==> config.mk <==
export PLATFORM = sky130hd
export DESIGN_NAME = imem_boot_loader
export DESIGN_NICKNAME = d
export VERILOG_FILES = /design/src/rtl/boot_pkg.sv /design/src/rtl/boot_word_assembler.sv /design/src/rtl/imem_boot_loader.sv
export SDC_FILE = /design/constraint.sdc
export NUM_CORES = 1
export LEC_CHECK = 0
export ABC_CLOCK_PERIOD_IN_PS = 6500
export CAP_MARGIN = 20
export CORE_MARGIN = 2
export CORE_UTILIZATION = 61
export DETAILED_ROUTE_END_ITERATION = 12
export PLACE_DENSITY = 0.89
export SLEW_MARGIN = 20
export SYNTH_ARGS = -nofsm -noshare
export SYNTH_HDL_FRONTEND = slang
export SYNTH_SLANG_ARGS = --single-unit
export TNS_END_PERCENT = 10
==> constraint.sdc <==
create_clock -name clk -period 6.5 [get_ports clk]
set_input_delay 0.975 -clock clk [delete_from_list [all_inputs] [get_ports clk]]
set_output_delay 0.975 -clock clk [all_outputs]
set_load 0.02 [all_outputs]
==> src/rtl/boot_pkg.sv <==
// Shared types and constants for the instruction-memory boot loader.
// The CSUM state exists only when BOOT_CHECKSUM_EN is defined.
package boot_pkg;

`ifdef BOOT_CHECKSUM_EN
  typedef enum logic [2:0] {
    ST_IDLE,
    ST_LEN,
    ST_DATA,
    ST_CSUM,
    ST_RELEASE,
    ST_ERR
  } boot_state_e;
`else
  typedef enum logic [2:0] {
    ST_IDLE,
    ST_LEN,
    ST_DATA,
    ST_RELEASE,
    ST_ERR
  } boot_state_e;
`endif

  localparam int LEN_BYTES  = 4;
  localparam int WORD_BYTES = 4;

  localparam logic [7:0] CSUM_INIT = 8'h00;

endpackage

==> src/rtl/boot_word_assembler.sv <==
// Collects four bytes, least-significant first, into one 32-bit word.
// Used for both the length field and the data words of a boot image.
module boot_word_assembler
  import boot_pkg::*;
(
  input  logic        clk,
  input  logic        rst,
  input  logic        clear,
  input  logic        byte_valid,
  input  logic [7:0]  byte_data,
  output logic        word_valid,
  output logic [31:0] word
);

  logic [1:0]  idx_q, idx_d;
  logic [31:0] shift_q, shift_d;

  // New bytes enter at the top so the first byte ends up in bits [7:0].
  always_comb begin
    idx_d   = idx_q;
    shift_d = shift_q;
    if (clear) begin
      idx_d   = '0;
      shift_d = '0;
    end else if (byte_valid) begin
      idx_d   = idx_q + 2'd1;
      shift_d = {byte_data, shift_q[31:8]};
    end
  end

  always_ff @(posedge clk or posedge rst) begin
    if (rst) begin
      idx_q   <= '0;
      shift_q <= '0;
    end else begin
      idx_q   <= idx_d;
      shift_q <= shift_d;
    end
  end

  assign word_valid = byte_valid & ~clear & (idx_q == 2'(WORD_BYTES - 1));
  assign word       = {byte_data, shift_q[31:8]};

endmodule

==> src/rtl/imem_boot_loader.sv <==
// Reloads instruction memory from a UART byte stream while holding the core.
// Define BOOT_CHECKSUM_EN to require a trailing XOR checksum byte.
module imem_boot_loader
  import boot_pkg::*;
#(
  parameter int ADDR_W         = 10,
  parameter int MAX_WORDS      = 1024,
  parameter int TIMEOUT_CYCLES = 5_000_000
) (
  input  logic              clk,
  input  logic              rst,
  input  logic              flash,
  input  logic              byte_valid,
  input  logic [7:0]        byte_data,
  output logic              imem_we,
  output logic [ADDR_W-1:0] imem_addr,
  output logic [31:0]       imem_wdata,
  output logic              cpu_hold,
  output logic              cpu_restart,
  output logic              done,
  output logic              error
);

  localparam int CNT_W = ADDR_W + 1;
  localparam int TMO_W = $clog2(TIMEOUT_CYCLES + 1);

`ifdef BOOT_CHECKSUM_EN
  localparam boot_state_e ST_FINISH = ST_CSUM;
`else
  localparam boot_state_e ST_FINISH = ST_RELEASE;
`endif

  boot_state_e       state_q, state_d;
  logic              flash_q, flash_d;
  logic [CNT_W-1:0]  len_q, len_d;
  logic [CNT_W-1:0]  word_cnt_q, word_cnt_d;
  logic [TMO_W-1:0]  tmo_q, tmo_d;
  logic              we_q, we_d;
  logic [ADDR_W-1:0] addr_q, addr_d;
  logic [31:0]       wdata_q, wdata_d;
`ifdef BOOT_CHECKSUM_EN
  logic [7:0]        csum_q, csum_d;
`endif

  logic        rise;
  logic        active;
  logic        data_open;
  logic        tmo_expire;
  logic        asm_clear;
  logic        asm_valid;
  logic [31:0] asm_word;

  assign rise      = flash & ~flash_q;
  assign data_open = (state_q == ST_DATA) && (word_cnt_q < len_q);
`ifdef BOOT_CHECKSUM_EN
  assign active = (state_q == ST_LEN) || (state_q == ST_DATA) || (state_q == ST_CSUM);
`else
  assign active = (state_q == ST_LEN) || (state_q == ST_DATA);
`endif
  assign tmo_expire = active & ~byte_valid & (tmo_q == TMO_W'(TIMEOUT_CYCLES - 1));

  // The assembler only sees bytes that belong to the length field or an unfinished word.
  assign asm_clear = rise | ~((state_q == ST_LEN) | data_open);

  boot_word_assembler u_asm (
    .clk        (clk),
    .rst        (rst),
    .clear      (asm_clear),
    .byte_valid (byte_valid),
    .byte_data  (byte_data),
    .word_valid (asm_valid),
    .word       (asm_word)
  );

  always_comb begin
    state_d    = state_q;
    flash_d    = flash;
    len_d      = len_q;
    word_cnt_d = word_cnt_q;
    tmo_d      = (byte_valid || !active) ? '0 : tmo_q + TMO_W'(1);
    we_d       = 1'b0;
    addr_d     = addr_q;
    wdata_d    = wdata_q;
`ifdef BOOT_CHECKSUM_EN
    csum_d     = csum_q;
`endif

    if (rise) begin
      state_d    = ST_LEN;
      len_d      = '0;
      word_cnt_d = '0;
      tmo_d      = '0;
      addr_d     = '0;
`ifdef BOOT_CHECKSUM_EN
      csum_d     = CSUM_INIT;
`endif
    end else begin
      case (state_q)
        ST_LEN: begin
          if (tmo_expire) begin
            state_d = ST_ERR;
          end else if (asm_valid) begin
            if (asm_word == 32'd0) begin
              state_d = ST_FINISH;
            end else if (asm_word > 32'(MAX_WORDS)) begin
              state_d = ST_ERR;
            end else begin
              len_d   = CNT_W'(asm_word);
              state_d = ST_DATA;
            end
          end
        end
        // The last write is still in flight here, so leave DATA one cycle after it.
        ST_DATA: begin
          if (word_cnt_q == len_q) begin
            state_d = ST_FINISH;
          end else if (tmo_expire) begin
            state_d = ST_ERR;
          end else begin
`ifdef BOOT_CHECKSUM_EN
            if (byte_valid) begin
              csum_d = csum_q ^ byte_data;
            end
`endif
            if (asm_valid) begin
              we_d       = 1'b1;
              addr_d     = word_cnt_q[ADDR_W-1:0];
              wdata_d    = asm_word;
              word_cnt_d = word_cnt_q + CNT_W'(1);
            end
          end
        end
`ifdef BOOT_CHECKSUM_EN
        ST_CSUM: begin
          if (tmo_expire) begin
            state_d = ST_ERR;
          end else if (byte_valid) begin
            state_d = (byte_data == csum_q) ? ST_RELEASE : ST_ERR;
          end
        end
`endif
        ST_RELEASE: state_d = ST_IDLE;
        default: ;
      endcase
    end
  end

  always_ff @(posedge clk or posedge rst) begin
    if (rst) begin
      state_q    <= ST_IDLE;
      flash_q    <= 1'b0;
      len_q      <= '0;
      word_cnt_q <= '0;
      tmo_q      <= '0;
      we_q       <= 1'b0;
      addr_q     <= '0;
      wdata_q    <= '0;
`ifdef BOOT_CHECKSUM_EN
      csum_q     <= CSUM_INIT;
`endif
    end else begin
      state_q    <= state_d;
      flash_q    <= flash_d;
      len_q      <= len_d;
      word_cnt_q <= word_cnt_d;
      tmo_q      <= tmo_d;
      we_q       <= we_d;
      addr_q     <= addr_d;
      wdata_q    <= wdata_d;
`ifdef BOOT_CHECKSUM_EN
      csum_q     <= csum_d;
`endif
    end
  end

  assign imem_we     = we_q;
  assign imem_addr   = addr_q;
  assign imem_wdata  = wdata_q;
  assign cpu_hold    = (state_q != ST_IDLE);
  assign cpu_restart = (state_q == ST_RELEASE);
  assign done        = (state_q == ST_RELEASE);
  assign error       = (state_q == ST_ERR);

endmodule

==> flow_summary.yaml, run 1 <==
synth:
  ys_async_sr_fraction: 1.000
  synth_top_area_share: 0.5116
  ys_ff_latch: 118
  ys_warn_count: 0
  ys_types: 51
  synth.avg_cell_area_um2: 10.57
  synthTopCellsByArea: "dfrtp_1 (51%), mux2i_1 (8.2%), mux2_4 (4.2%), nor3_1 (3.2%), ha_1 (3.0%)"
  yosysSeqAreaShare: 0.5116
  syn_area_mm2: 0.005772
  synth_edf_count: 0
  yosysTopAreaCell: "dfrtp_1"
  synth_ff_type: "dfrtp_1"
  synth_nets: 572
  syn_inst: 546
cells_and_area:
  drive_gt1_frac: 0.1111
  fillers: 561
  syn_to_final_growth_pct: 22.15
  num_antenna_cells: 0
  final_core_util: 0.7667
  instances_no_fill: 723
  regArea_mm2: 0.002953
  multi_input_area_mm2: 0.002546
  final_net_count: 626
route:
  drt-wirelength-per-cell_um: 19.51
  final_antenna_net_count: 0
  dr.pass1.iters: 5
  drcViolationCount: 0
  drt_wl_total_um: 14110
  drt-vias-per-instance: 6.393
  vias: 4622
  drt_iter0_drc: 429
global_route:
  grt_use_total: 0.2971
  grt_pass1_vias: 4699
  grt_max_degree: 70
  antenna_found_initial: 0
  gr-total-overflow: 0
  grt_pass1_wl_um: 23560
timing:
  max_slew.worst_pin.slew_ps: 962.9
  fin_hold_ws_ps: 506.7
  fin_crit_sh: 0.5226
  finClkSkew_ps: 5.407
  slew_headroom: 0.3563
  slew_viol_final: 0
  setup_violations: 0
  max_freq_mhz: 294.4
  rsz0062_at_grt: "no"
  timing_hold_violations_final: 0
  fin_tns_setup_ps: 0
  fin_crit_ps: 3397
  postLayoutSetupSlackWorst_ps: 3103
placement:
  placed_cells: 691
  dp_slack_ps: 2404
  dp_hpwl_um: 8537
  io_buffers: 58
  place_congestion: 0.9381
outcome:
  outcome: "completed"
cts:
  clock_sinks: 118
  cts_root_buf: "clkbuf_8"
  clk_pin_slew_worst_paths_ps: 60
  postCtsSetupBuffers: 0
  cts_resized: 0
  max-clock-path-buffers: 2
  ctsHoldBuffers: 0
  htree_levels: 4
  cts_tree: "built"
  clk_latency_ps: 520
  cts_made_buffers: 17
setup_path:
  crit_type: "reg2reg"
  cp.arrival_ps: 3800
  cpPeakStageDelay_ps: 810
  crit_family: "compound AO/OA/AOI/OAI gates"
  worstPathMaxFanout: 42
  required_ps: 6900
  cp_num_buf_inv: 1
  crit_path_start_kind: "register"
  worstPathCellList: "ha_1 -> nand4_1 -> a21oi_1 -> o31a_1 -> or2_2 -> buf_4 -> mux2_2"
  cpMaxStageDelayCell: "o31a_1"
  cp-end-kind: "register"
floorplanning:
  die_x_um: 101.3
  die_h_um: 101.3
  rows: 35
  ioPinCount: 59
  core-area_mm2: 0.009196
  dieArea_mm2: 0.01026
  initial_core_util: 0.6276
run:
  max-cap-violations: 0
power:
  p_leak_nw: 3.196
  ir_drop_uv: 236.7
  power_density_mw_per_mm2: 298.2
min_path:
  hp-class: "reg2reg"
-- cell type report --
cell class | instances | share of cell area
sequential | 118 | 0.4188
multi-input combinational | 357 | 0.3611
timing repair buffer | 65 | 0.09033
clock buffer | 20 | 0.06318
clock inverter | 11 | 0.02467
inverter | 41 | 0.02218
tap | 111 | 0.01970
-- stage by stage --
stage          area, um^2  power, mW
6_report             7051      2.102
5_1_grt              7051      2.181
4_1_cts              7039      2.103
3_5_place_dp         6420      1.111
3_3_place_gp         6411      1.093
2_1_floorplan        5772      1.028
-- Yosys cell counts (3+ instances only) --
master	n
ha_1	14
dfrtp_1	118
mux2_4	16
nand2_1	36
nor4_1	10
o31ai_1	11
o21ai_0	29
buf_6	3
nand3_1	21
nand4_1	12
a21oi_1	12
mux2_2	7
or4_1	8
inv_1	41
nor2_1	32
xor2_1	13
buf_2	5
xnor2_1	6
and4_1	4
nor3_1	37
mux2i_1	47
or3_1	3
clkbuf_1	18
and3_1	8
-- worst reg2reg max path, delay by kind of cell, from the launching register on --
kind                       cells  cell delay [ps]
AOI/OAI and AO/OA              2             1070
muxes                          1              450
buffers and inverters          1              520
and+or+nand+nor                2              440
adders and majority gates      1              360
DFF                            1              450
-- state kept, by name, indices dropped and copies added, names as in the netlist --
| name | count |
|---|---|
| imem_wdata | 32 |
| u_asm.shift_q | 24 |
| tmo_q | 23 |
| len_q | 11 |
| word_cnt_q | 11 |
| imem_addr | 10 |
| state_q | 3 |
| u_asm.idx_q | 2 |
| flash_q | 1 |
| imem_we | 1 |
-- cells by family (layout without fill, tap and decap cells) --
group	count (synthesis)	after routing	share of synthesized area
simple gates	182	182	0.1615
flops	118	118	0.5116
compound gates	72	72	0.07848
buf+inv	71	137	0.05246
mux	70	70	0.1368
xor+xnor	19	19	0.02883
fa+ha+maj	14	14	0.03035
-- layout by cell type, fill, tap and decap left out, types with 10 or more instances in the layout --
cell type	instances
o21ai_0	29
xor2_1	13
nand3_1	21
ha_1	14
nor4_1	10
o31ai_1	11
nor2_1	32
clkbuf_16	16
nand4_1	12
mux2i_1	47
dfrtp_1	118
mux2_4	16
clkdlybuf4s50_1	58
a21oi_1	12
inv_1	40
nand2_1	36
nor3_1	37
-- power by group --
group | internal, mW | switching [mW]
Combinational | 0.0866 | 0.186
Clock | 0.642 | 0.340
Sequential | 0.783 | 0.0644
-- layer usage --
metal  vias up  global-route usage  share of wire
li1       2059                   -              -
met1      2294              0.3799           0.40
met2       215              0.4936           0.51
met3        54             0.06487          0.056
met4         0              0.1237          0.032
met5         -                   0              0
-- path summary, 6_finish.rpt --
| check | from | to | slack, ps | depth (start not counted) |
|---|---|---|---|---|
| setup / recovery | word_cnt_q[4]$_DFFE_PP0P_ | imem_wdata[30]$_DFFE_PP0P_ | 3100 | 7 |
| hold / removal | imem_wdata[23]$_DFFE_PP0P_ | imem_wdata[23]$_DFFE_PP0P_ | 510 | 1 |
| setup reg to reg | word_cnt_q[4]$_DFFE_PP0P_ | imem_wdata[30]$_DFFE_PP0P_ | 3100 | 7 |
| hold reg to reg | imem_wdata[23]$_DFFE_PP0P_ | imem_wdata[23]$_DFFE_PP0P_ | 510 | 1 |
| max in group asynchronous | rst | u_asm.shift_q[17]$_DFFE_PP0P_ | 4380 | 3 |
| min in group asynchronous | rst | imem_wdata[2]$_DFFE_PP0P_ | 980 | 2 |
Power figures use the tool's default switching activity.
==> run 2: changes to the inputs <==
--- a/config.mk
+++ b/config.mk
@@ -5,12 +5,12 @@
 export SDC_FILE = /design/constraint.sdc
 export NUM_CORES = 1
 export LEC_CHECK = 0
-export ABC_CLOCK_PERIOD_IN_PS = 6500
+export ABC_CLOCK_PERIOD_IN_PS = 3500
 export CAP_MARGIN = 20
 export CORE_MARGIN = 2
-export CORE_UTILIZATION = 61
+export CORE_UTILIZATION = 57
 export DETAILED_ROUTE_END_ITERATION = 12
-export PLACE_DENSITY = 0.89
+export PLACE_DENSITY = 0.84
 export SLEW_MARGIN = 20
 export SYNTH_ARGS = -nofsm -noshare
 export SYNTH_HDL_FRONTEND = slang
==> constraint.sdc (replaced) <==
create_clock -name clk -period 3.5 [get_ports clk]
set_input_delay 0.525 -clock clk [delete_from_list [all_inputs] [get_ports clk]]
set_output_delay 0.525 -clock clk [all_outputs]
set_load 0.02 [all_outputs]
==> flow_summary.yaml, run 2 (synthesis results as in run 1) <==
outcome:
  outcome: "completed"
route:
  drt-wirelength-per-cell_um: 18.99
  final_antenna_net_count: 0
  drt_wl_total_um: 14300
  drt-vias-per-instance: 6.193
  dr.pass1.iters: 6
  drt_iter0_drc: 343
  drcViolationCount: 0
  vias: 4663
cts:
  max-clock-path-buffers: 2
  clk_pin_slew_worst_paths_ps: 60
  clock_sinks: 118
  htree_levels: 4
  clk_latency_ps: 520
  cts_resized: 0
  postCtsSetupBuffers: 0
  cts_tree: "built"
  cts_root_buf: "clkbuf_8"
  cts_made_buffers: 17
  ctsHoldBuffers: 0
timing:
  timing_hold_violations_final: 0
  slew_viol_final: 0
  fin_tns_setup_ps: 0
  fin_crit_ps: 2701
  finClkSkew_ps: 6.577
  max_freq_mhz: 370.2
  rsz0062_at_grt: "no"
  fin_crit_sh: 0.7718
  max_slew.worst_pin.slew_ps: 738.8
  setup_violations: 0
  slew_headroom: 0.5064
cells_and_area:
  final_core_util: 0.7269
  instances_no_fill: 753
  drive_gt1_frac: 0.1242
  largest_reg_flops: 32
  final_common_cell: "dfrtp_1"
  most-common-layout-cells: "dfrtp_1 (118), clkdlybuf4s50_1 (58), mux2i_1 (47), inv_1 (40), nor3_1 (37)"
  final_net_count: 633
  syn_to_final_growth_pct: 23.67
  final_cell_area_mm2: 0.007138
  num_antenna_cells: 0
  fillers: 673
floorplanning:
  initial_core_util: 0.5878
  core-area_mm2: 0.009819
  dieArea_mm2: 0.01095
  die_h_um: 104.6
  die_x_um: 104.6
  rows: 36
  ioPinCount: 59
placement:
  dp_hpwl_um: 8949
  io_buffers: 58
  placed_area_mm2: 0.006513
  place_congestion: 0.9561
  placed_cells: 721
setup_path:
  reg2regPathDepth: 7
  crit_type: "reg2out"
  critPathLaunch: "state_q[0]$_DFFE_PP0P_"
  cp-end-kind: "output pin"
  rr_endpoint: "imem_wdata[31]$_DFFE_PP0P_"
  required_ps: 2970
  r2r-start: "word_cnt_q[9]$_DFFE_PP0P_"
  worstPathMaxFanout: 8
  cp.arrival_ps: 2180
  crit_path_start_kind: "register"
  rrSetupSlack_ps: 820
  worstSetupEndpoint: "cpu_restart"
global_route:
  grt_use_total: 0.2686
  gr-total-overflow: 0
  grt_max_degree: 77
  grt_pass1_wl_um: 23410
  grt_pass1_vias: 4724
  antenna_found_initial: 0
run:
  max-cap-violations: 0
power:
  p_leak_nw: 3.237
  ir_drop_uv: 504.0
  power_mw: 3.942
  power_density_mw_per_mm2: 552.3
min_path:
  hp-class: "in2async"
[run 2: metrics by stage]
| stage | hold WS, ps | worst slack, ps |
|---|---|---|
| floorplan | 449.9 | 1320 |
| detailed placement | 483.0 | 904.2 |
| CTS | 500.6 | 810.4 |
| global placement | 477.5 | 1001 |
| global route | 527.2 | 726.3 |
| finish | 489.8 | 798.7 |
[run 2: worst min path at each step]
stage | from | endpoint | slack [ps] | cells after the start
after floorplan | word_cnt_q[10]$_DFFE_PP0P_ | word_cnt_q[10]$_DFFE_PP0P_ | 450 | 1
after global placement | word_cnt_q[10]$_DFFE_PP0P_ | word_cnt_q[10]$_DFFE_PP0P_ | 480 | 1
after detailed placement | word_cnt_q[10]$_DFFE_PP0P_ | word_cnt_q[10]$_DFFE_PP0P_ | 480 | 1
after CTS | word_cnt_q[10]$_DFFE_PP0P_ | word_cnt_q[10]$_DFFE_PP0P_ | 500 | 1
after global routing | imem_wdata[12]$_DFFE_PP0P_ | imem_wdata[12]$_DFFE_PP0P_ | 530 | 1
final | rst | imem_we$_DFF_PP0_ | 490 | 2
[run 2: layout make-up]
cell class | instances | area [um^2] | share of cell area
flip-flops and latches | 118 | 2953 | 0.4137
inverters | 41 | 157.7 | 0.02209
repair buffers | 72 | 698.2 | 0.09781
multi-input cells | 357 | 2537 | 0.3555
clock inverters | 14 | 197.7 | 0.02770
clock buffers | 18 | 427.9 | 0.05995
well taps | 133 | 166.4 | 0.02331
[run 2: report_power, final]
group          leakage [nW]  internal [mW]  switching, mW
registers              1.62           1.45          0.118
logic                  1.31          0.179          0.354
clock network         0.302           1.18          0.655
[run 2: routing by layer]
layer	routed length [um]	part of all wire	track usage
met2	7192	0.50	0.4458
met1	5770	0.40	0.3414
met4	449	0.031	0.1267
met5	0	0	0
met3	886	0.062	0.05053
[run 2: worst max-delay path, cell delays in order, from the launching register on]
cell and delay [ps]:
dfrtp_1 480, inv_1 190, nor3_1 320, clkdlybuf4s50_1 670
